<file path="config.mk">
export PLATFORM = sky130hd
export DESIGN_NAME = chol_dot_seq
export DESIGN_NICKNAME = d
export VERILOG_FILES = /design/src/rtl/chol_pkg.sv /design/src/rtl/chol_mac.sv /design/src/rtl/chol_dot_seq.sv
export SDC_FILE = /design/constraint.sdc
export NUM_CORES = 2
export LEC_CHECK = 0
export ABC_CLOCK_PERIOD_IN_PS = 11300
export CORE_UTILIZATION = 30
export CTS_BUF_LIST = sky130_fd_sc_hd__clkbuf_4 sky130_fd_sc_hd__clkbuf_8
export DETAILED_ROUTE_END_ITERATION = 8
export GPL_ROUTABILITY_DRIVEN = 0
export GPL_TIMING_DRIVEN = 1
export PLACE_DENSITY_LB_ADDON = 0.12
export SLEW_MARGIN = 40
export SYNTH_ARGS = -nofsm -noshare
export SYNTH_HDL_FRONTEND = slang
export SYNTH_HIERARCHICAL = 1
export SYNTH_SLANG_ARGS = --single-unit
</file>
<file path="constraint.sdc">
create_clock -name clk -period 11.3 [get_ports clk]
set_input_delay 2.825 -clock clk [delete_from_list [all_inputs] [get_ports clk]]
set_output_delay 2.825 -clock clk [all_outputs]
set_load 0.02 [all_outputs]
</file>
<file path="src/rtl/chol_pkg.sv">
// Shared definitions for the Cholesky dot-product sequencer and its MAC.
package chol_pkg;

   localparam int MAC_LATENCY_DEF = 4;
   localparam int OP_W            = 32;
   localparam int ACC_W           = 64;

   typedef enum logic [1:0] {
      IDLE,
      FETCH,
      WAIT,
      DONE
   } seq_state_t;

   // Signed c - a*b; the 64x64 multiply keeps only the low 64 bits,
   // which is exactly the two's-complement product of the 32-bit operands.
   function automatic logic [ACC_W-1:0] mulSub(input logic [ACC_W-1:0] c,
                                               input logic [OP_W-1:0]  a,
                                               input logic [OP_W-1:0]  b);
      logic [ACC_W-1:0] aExt;
      logic [ACC_W-1:0] bExt;
      aExt = {{(ACC_W-OP_W){a[OP_W-1]}}, a};
      bExt = {{(ACC_W-OP_W){b[OP_W-1]}}, b};
      return c - (aExt * bExt);
   endfunction

endpackage

</file>
<file path="src/rtl/chol_mac.sv">
// Pipelined multiply-subtract P = C - A*B; P is valid LATENCY cycles after inputs are sampled.
module chol_mac
   import chol_pkg::*;
#(
   parameter int LATENCY = MAC_LATENCY_DEF
) (
   input  logic             clk,
   input  logic             rst,
   input  logic             clken,
   input  logic [OP_W-1:0]  a,
   input  logic [OP_W-1:0]  b,
   input  logic [ACC_W-1:0] c,
   output logic [ACC_W-1:0] p
);

   logic [ACC_W-1:0] pipe [LATENCY];

   always_ff @(posedge clk) begin
      if (rst) begin
         for (int i = 0; i < LATENCY; i++) begin
            pipe[i] <= '0;
         end
      end else if (clken) begin
         pipe[0] <= mulSub(c, a, b);
         for (int i = 1; i < LATENCY; i++) begin
            pipe[i] <= pipe[i-1];
         end
      end
   end

   assign p = pipe[LATENCY-1];

endmodule

</file>
<file path="src/rtl/chol_dot_seq.sv">
// Dot-product update sequencer: res = init - sum(a_i*b_i), one MAC term at a time.
module chol_dot_seq
   import chol_pkg::*;
#(
   parameter int MAC_LATENCY = MAC_LATENCY_DEF,
   parameter int LEN_W       = 8
) (
   input  logic             clk,
   input  logic             rst,
   input  logic             start,
   input  logic [ACC_W-1:0] init,
   input  logic [LEN_W-1:0] len,
   output logic             busy,
   input  logic             op_valid,
   output logic             op_ready,
   input  logic [OP_W-1:0]  op_a,
   input  logic [OP_W-1:0]  op_b,
   output logic             res_valid,
   output logic [ACC_W-1:0] res_data
);

   localparam int WAIT_W = $clog2(MAC_LATENCY + 1) + 1;

   seq_state_t       state;
   logic [LEN_W-1:0] termCnt;
   logic [WAIT_W-1:0] waitCnt;
   logic [OP_W-1:0]  opA;
   logic [OP_W-1:0]  opB;
   logic [ACC_W-1:0] acc;
   logic [ACC_W-1:0] macP;

   chol_mac #(
      .LATENCY(MAC_LATENCY)
   ) u_mac (
      .clk  (clk),
      .rst  (rst),
      .clken(1'b1),
      .a    (opA),
      .b    (opB),
      .c    (acc),
      .p    (macP)
   );

   // DONE spans two cycles so the res_valid cycle is never IDLE and a
   // coincident start is ignored.
   always_ff @(posedge clk) begin
      if (rst) begin
         state     <= IDLE;
         busy      <= 1'b0;
         op_ready  <= 1'b0;
         res_valid <= 1'b0;
         res_data  <= '0;
         acc       <= '0;
         termCnt   <= '0;
         waitCnt   <= '0;
         opA       <= '0;
         opB       <= '0;
      end else begin
         case (state)
            IDLE: begin
               if (start) begin
                  acc     <= init;
                  termCnt <= len;
                  busy    <= 1'b1;
                  if (len == '0) begin
                     state <= DONE;
                  end else begin
                     state    <= FETCH;
                     op_ready <= 1'b1;
                  end
               end
            end
            FETCH: begin
               if (op_valid && op_ready) begin
                  opA      <= op_a;
                  opB      <= op_b;
                  termCnt  <= termCnt - 1'b1;
                  op_ready <= 1'b0;
                  waitCnt  <= '0;
                  state    <= WAIT;
               end
            end
            WAIT: begin
               if (waitCnt == WAIT_W'(MAC_LATENCY)) begin
                  acc <= macP;
                  if (termCnt != '0) begin
                     state    <= FETCH;
                     op_ready <= 1'b1;
                  end else begin
                     state <= DONE;
                  end
               end else begin
                  waitCnt <= waitCnt + 1'b1;
               end
            end
            DONE: begin
               if (!res_valid) begin
                  res_valid <= 1'b1;
                  res_data  <= acc;
               end else begin
                  res_valid <= 1'b0;
                  busy      <= 1'b0;
                  state     <= IDLE;
               end
            end
            default: state <= IDLE;
         endcase
      end
   end

endmodule
</file>
After elaboration in Yosys (flattened, before gate mapping)

Memory sizes are Yosys's and may differ from the RTL's.
Index checks and enable logic that the tools add are counted.

Add/sub/neg operators: 3
Multiply operators: 1
Equal/unequal tests: 11
Muxes and demuxes: 33
Bitwise gates (word level): 5
Reduce and logical (&&, ||, !) cells: 17

Operators with widths:

| kind                  | count |
|---|---|
| $mux W64              | 6 |
| $pmux W64 S2          | 1 |
| $mul A32 B32 Y64      | 1 |
| $sub A64 B64 Y64      | 1 |
| $mux W8               | 2 |
| $pmux W8 S2           | 1 |
| $ne A2 B2 Y1 const B  | 7 |
| $mux W2               | 6 |
| $reduce_and A3 Y1     | 4 |
| $mux W1               | 11 |
| $logic_not A8 Y1      | 1 |
| $mux W4               | 2 |
| $pmux W2 S4           | 1 |
| $pmux W4 S2           | 1 |
| $reduce_bool A2 Y1    | 4 |
| $reduce_bool A8 Y1    | 1 |
| $sub A8 B1 Y8 const B | 1 |
| $reduce_and A6 Y1     | 1 |
| $add A4 B1 Y4 const B | 1 |
| $eq A2 B2 Y1 const B  | 2 |
| $eq A4 B3 Y1 const B  | 1 |
| $or A1 B1 Y1          | 4 |
| $reduce_and A2 Y1     | 2 |
| $reduce_and A4 Y1     | 1 |
| other kinds (7)       | 7 |

Register bits after elaboration: 209
Memory bits (writable): 256
Input port bits: 140
Output and inout port bits: 67
Word-level logic and storage cells: 81
Memories kept: 1

Memories:

| memory     | words | width | read ports | clocked after Yosys merged registers in | wr ports | RTL line       | source |
|---|---|---|---|---|---|---|---|
| u_mac.pipe | 4     | 64    | 4          | 0                                       | 4        | chol_mac.sv:16 | `logic [ACC_W-1:0] pipe [LATENCY];` |

Longest topological paths before layout

Depth after elaboration: 4
Depth in mapped cells: 29
Mapped depth without buffers: 27

Hierarchy

The synthesis kept the hierarchy.

By module, submodules not included:

| module       | instances | cells each | area an instance (µm²) | sequential area each (µm²) |
|---|---|---|---|---|
| chol_mac     | 1         | 5042       | 50238.2                | 7687.4 |
| chol_dot_seq | 1         | 969        | 8373.0                 | 4184.0 |

Worst setup path after synthesis

No wires, ideal clock.

Path kind: flip-flop to flip-flop
Start point: register opA[31]
End point: memory u_mac.pipe[0][56], data pin
Setup time: 266 ps
Arrival time: 8143 ps
Data required time: 11034 ps
Slack: 2891 ps
Cell stages (with the launch flop): 28
Buffers on the path: 2
Period minus slack after synthesis: 8409 ps
Path through: dfxtp_1 clkbuf_1 nand2_1 fa_1 inv_1 fa_1 inv_1 fa_1 inv_1 fa_1 fa_1 inv_1 fa_1 fa_1 inv_1 fa_1 inv_1 ha_1 buf_2 a21oi_1 inv_2 o311ai_1 o211ai_1 or3_1 a2111o_1 a41oi_2 xor2_1 nor2_1

RTL lines:

| item                     | RTL line           | source |
|---|---|---|
| start: declaration       | chol_dot_seq.sv:27 | `logic [OP_W-1:0] opA;` |
| start signal: assignment | chol_dot_seq.sv:75 | `opA <= op_a;` |
| end: declaration         | chol_mac.sv:16     |  |

==> impl_metrics.tcl <==
set metrics [dict create \
    layout_common_cells "inv_1 (1312), fa_1 (1172), nand2_1 (858)" \
    worst_ir_drop_vdd_mv 0.06950 \
    layout_commonest_cell "inv_1" \
    wirelength_um 176200 \
    cts_root_buf "clkbuf_8" \
    power_density_nw_per_um2 97.53 \
    clock_latency_ps 820 \
    min_to "res_data[10]" \
    syn_to_final_growth_pct 10.88 \
    drc_errors 0 \
    layout.nets 7610 \
    die_w_um 444.0 \
    yosysUniqueCellTypes 82 \
    io_pins 207 \
    async_reset_ff_frac 0 \
    synth-seq-cells 465 \
    synth_top_family_by_area "adder cells" \
    core.rowCount 161 \
    numPortBuffers 206 \
    finalNonFillerCells 8640 \
    post-cts-setup-buffers 0 \
    required_ps 11970 \
    die_area_um2 197100 \
    grt_max_degree 257 \
    finalMaxSlewViolations 257 \
    critical_path_class "register to register" \
    grt_overflow 0 \
    r2r_slack_ps 2130 \
    fmax_mhz 109.1 \
    fin_util 0.3361 \
    coreArea_um2 193400 \
    outcome "complete, but fails checks" \
    vias_per_cell 4.508 \
    worstPathArrival_ps 9840 \
    detail_route.wl_per_cell_um 20.39 \
    synth_enable_flop_cells 256 \
    maxCapViolations 0 \
    ys_seq_area_frac 0.2025 \
    ctsHtreeMaxLevel 3 \
    synth_fa_ha_area_frac 0.4570 \
    fillers 19980 \
    dieHeight_um 444.0 \
    synth_xor_area_frac 0.01016 \
    ant_nets 0 \
    cts.sinks 465 \
    synth_compound_area_frac 0.05081 \
    ff_latch_area_um2 11900 \
    cts_resized 0 \
    ctsHoldBuffers 0 \
    p_sw_frac 0.3758 \
    power_mw 6.338 \
    synthSimpleGateAreaFrac 0.1524 \
    multi_input_area_um2 40050 \
    drive_above_1_share 0.05630 \
    setup-violations-final 0 \
    ys.flop_type "edfxtp_1" \
    cpPeakStageDelay_ps 850 \
    worst_hold_slack_ps 453.9 \
    tightest_slew_ps 6370 \
    hpwl_um 142900 \
    r2r_end "u_mac/pipe[0][58]" \
    max_slew_margin -3.247 \
    fin_crit_ps 9166 \
    clkTransAtPathRegs_ps 60 \
    cp-start-kind "register" \
    power.internal_mw 3.956 \
    finalClockSkew_ps 62.93 \
    cts_tree "done" \
    synth_cells 6011 \
    reg2reg_depth 25 \
    dp.cells 8464 \
    violations "slew limit" \
    grt_pass1_wl_um 273700 \
    cts_made_buffers 90 \
    antenna_found_initial 6 \
    worstHoldPathType "register to register" \
    crit_start "opB[5]" \
    start_util 0.3031 \
    combPwrFrac 0.366 \
    dr_total_vias 38950 \
    seq_power_share 0.331 \
    critPathMaxFanout 18 \
    whs_path_depth 2 \
    final.setup.tns_ps 0 \
    grt_pass1_vias 42120 \
    ys_warn_count 6 \
    layout_worst_path_cycle_share 0.8111 \
    syn_area_um2 58610 \
    crit_top_cell "fa_1" \
    switching_power_mw 2.382 \
    endpoint_kind "register" \
    leakagePower_nw 27.31 \
    hold_start "res_data[10]" \
    firstDrtPassIters 5 \
    track_usage 0.1838 \
    r2r-start "opB[5]" \
    drt_iter0_drc 2047 \
    hold_viol_final 0 \
    synth_mux_area_frac 0.01183 \
    p_clk_frac 0.304 \
    rsz0062_at_grt "no" \
    crit_slowest_cell "dfxtp_1" \
    synth.avg_cell_area_um2 9.751 \
    clockBufferDepth 3 \
]
registers in the layout, indices dropped and copies added, names as in the netlist:
signal and count:
state 2, op_ready 1, acc 64, res_valid 1, res_data 64, termCnt 8
opA 32, opB 32, waitCnt 4, busy 1, u_mac/pipe 256
routing by layer:
layer  vias up  part of all wire  GRT usage
li1      17900                 -          -
met1     20260              0.51     0.2804
met2       659              0.45     0.2811
met3       125             0.035    0.01929
met4         0             0.014    0.03405
met5         -                 0          0
critical path: cells and delay by family (launching register included):
family	cells	cell delay, ps
flip-flops	1	850
adder cells (fa/ha/maj)	9	4510
AND/OR/NAND/NOR	8	2030
AO/OA/AOI/OAI	1	400
buffers and inverters	7	1220
synthesized netlist by cell type, types with 45 or more instances:
cell | instances | area (um^2)
nor2_1 | 149 | 559.3
a211oi_1 | 45 | 337.8
fa_1 | 1173 | 23480
inv_1 | 1312 | 4925
xnor2_1 | 48 | 420.4
a21oi_1 | 209 | 1046
ha_1 | 264 | 3303
clkbuf_1 | 256 | 960.9
nand2_1 | 858 | 3221
buf_4 | 71 | 533.0
dfxtp_1 | 209 | 4184
edfxtp_1 | 256 | 7687
and2_1 | 650 | 4066
mux2i_1 | 67 | 670.6
stage by stage:
step	setup WS (ps)	area (um^2)
floorplan	2891	58620
global placement	1905	62800
detailed placement	2194	62880
CTS	2128	64900
global route	1659	64980
finish	2134	64990
worst max path at each step:
stage | endpoint | slack, ps | cells past startpoint
6_report | u_mac/pipe[0][58] | 2130 | 25
5_1_grt | u_mac/pipe[0][51] | 1660 | 24
4_1_cts | u_mac/pipe[0][52] | 2130 | 26
3_5_place_dp | u_mac/pipe[0][58] | 2190 | 25
3_3_place_gp | u_mac/pipe[0][58] | 1910 | 25
2_1_floorplan | u_mac/pipe[0][56] | 2890 | 27
power groups by stage:
stage | Sequential, mW | Clock [mW] | Combinational, mW
detailed placement | 2.13 | 0 | 2.29
CTS | 2.10 | 2.01 | 2.32
global placement | 2.14 | 0 | 2.30
finish | 2.10 | 1.92 | 2.32
floorplan | 2.05 | 0 | 1.62
global route | 2.11 | 2.08 | 2.59
kinds of logic after synthesis:
family                   after synthesis
AND/OR/NAND/NOR                     1828
buffers and inverters               1695
adder cells (fa/ha/maj)             1437
flip-flops                           465
AO/OA/AOI/OAI                        448
multiplexers                          69
XOR/XNOR                              68
other                                  1
layout make-up:
type                       instances  share of cell area
sequential                       465              0.1831
clock inverter                    35            0.005949
tap                             2526             0.04863
multi-input combinational       3853              0.6162
antenna                            4           0.0001540
timing repair buffer             310             0.04492
clock buffer                     134             0.02520
inverter                        1313             0.07584
No activity file was read; power rests on OpenSTA's default activity.
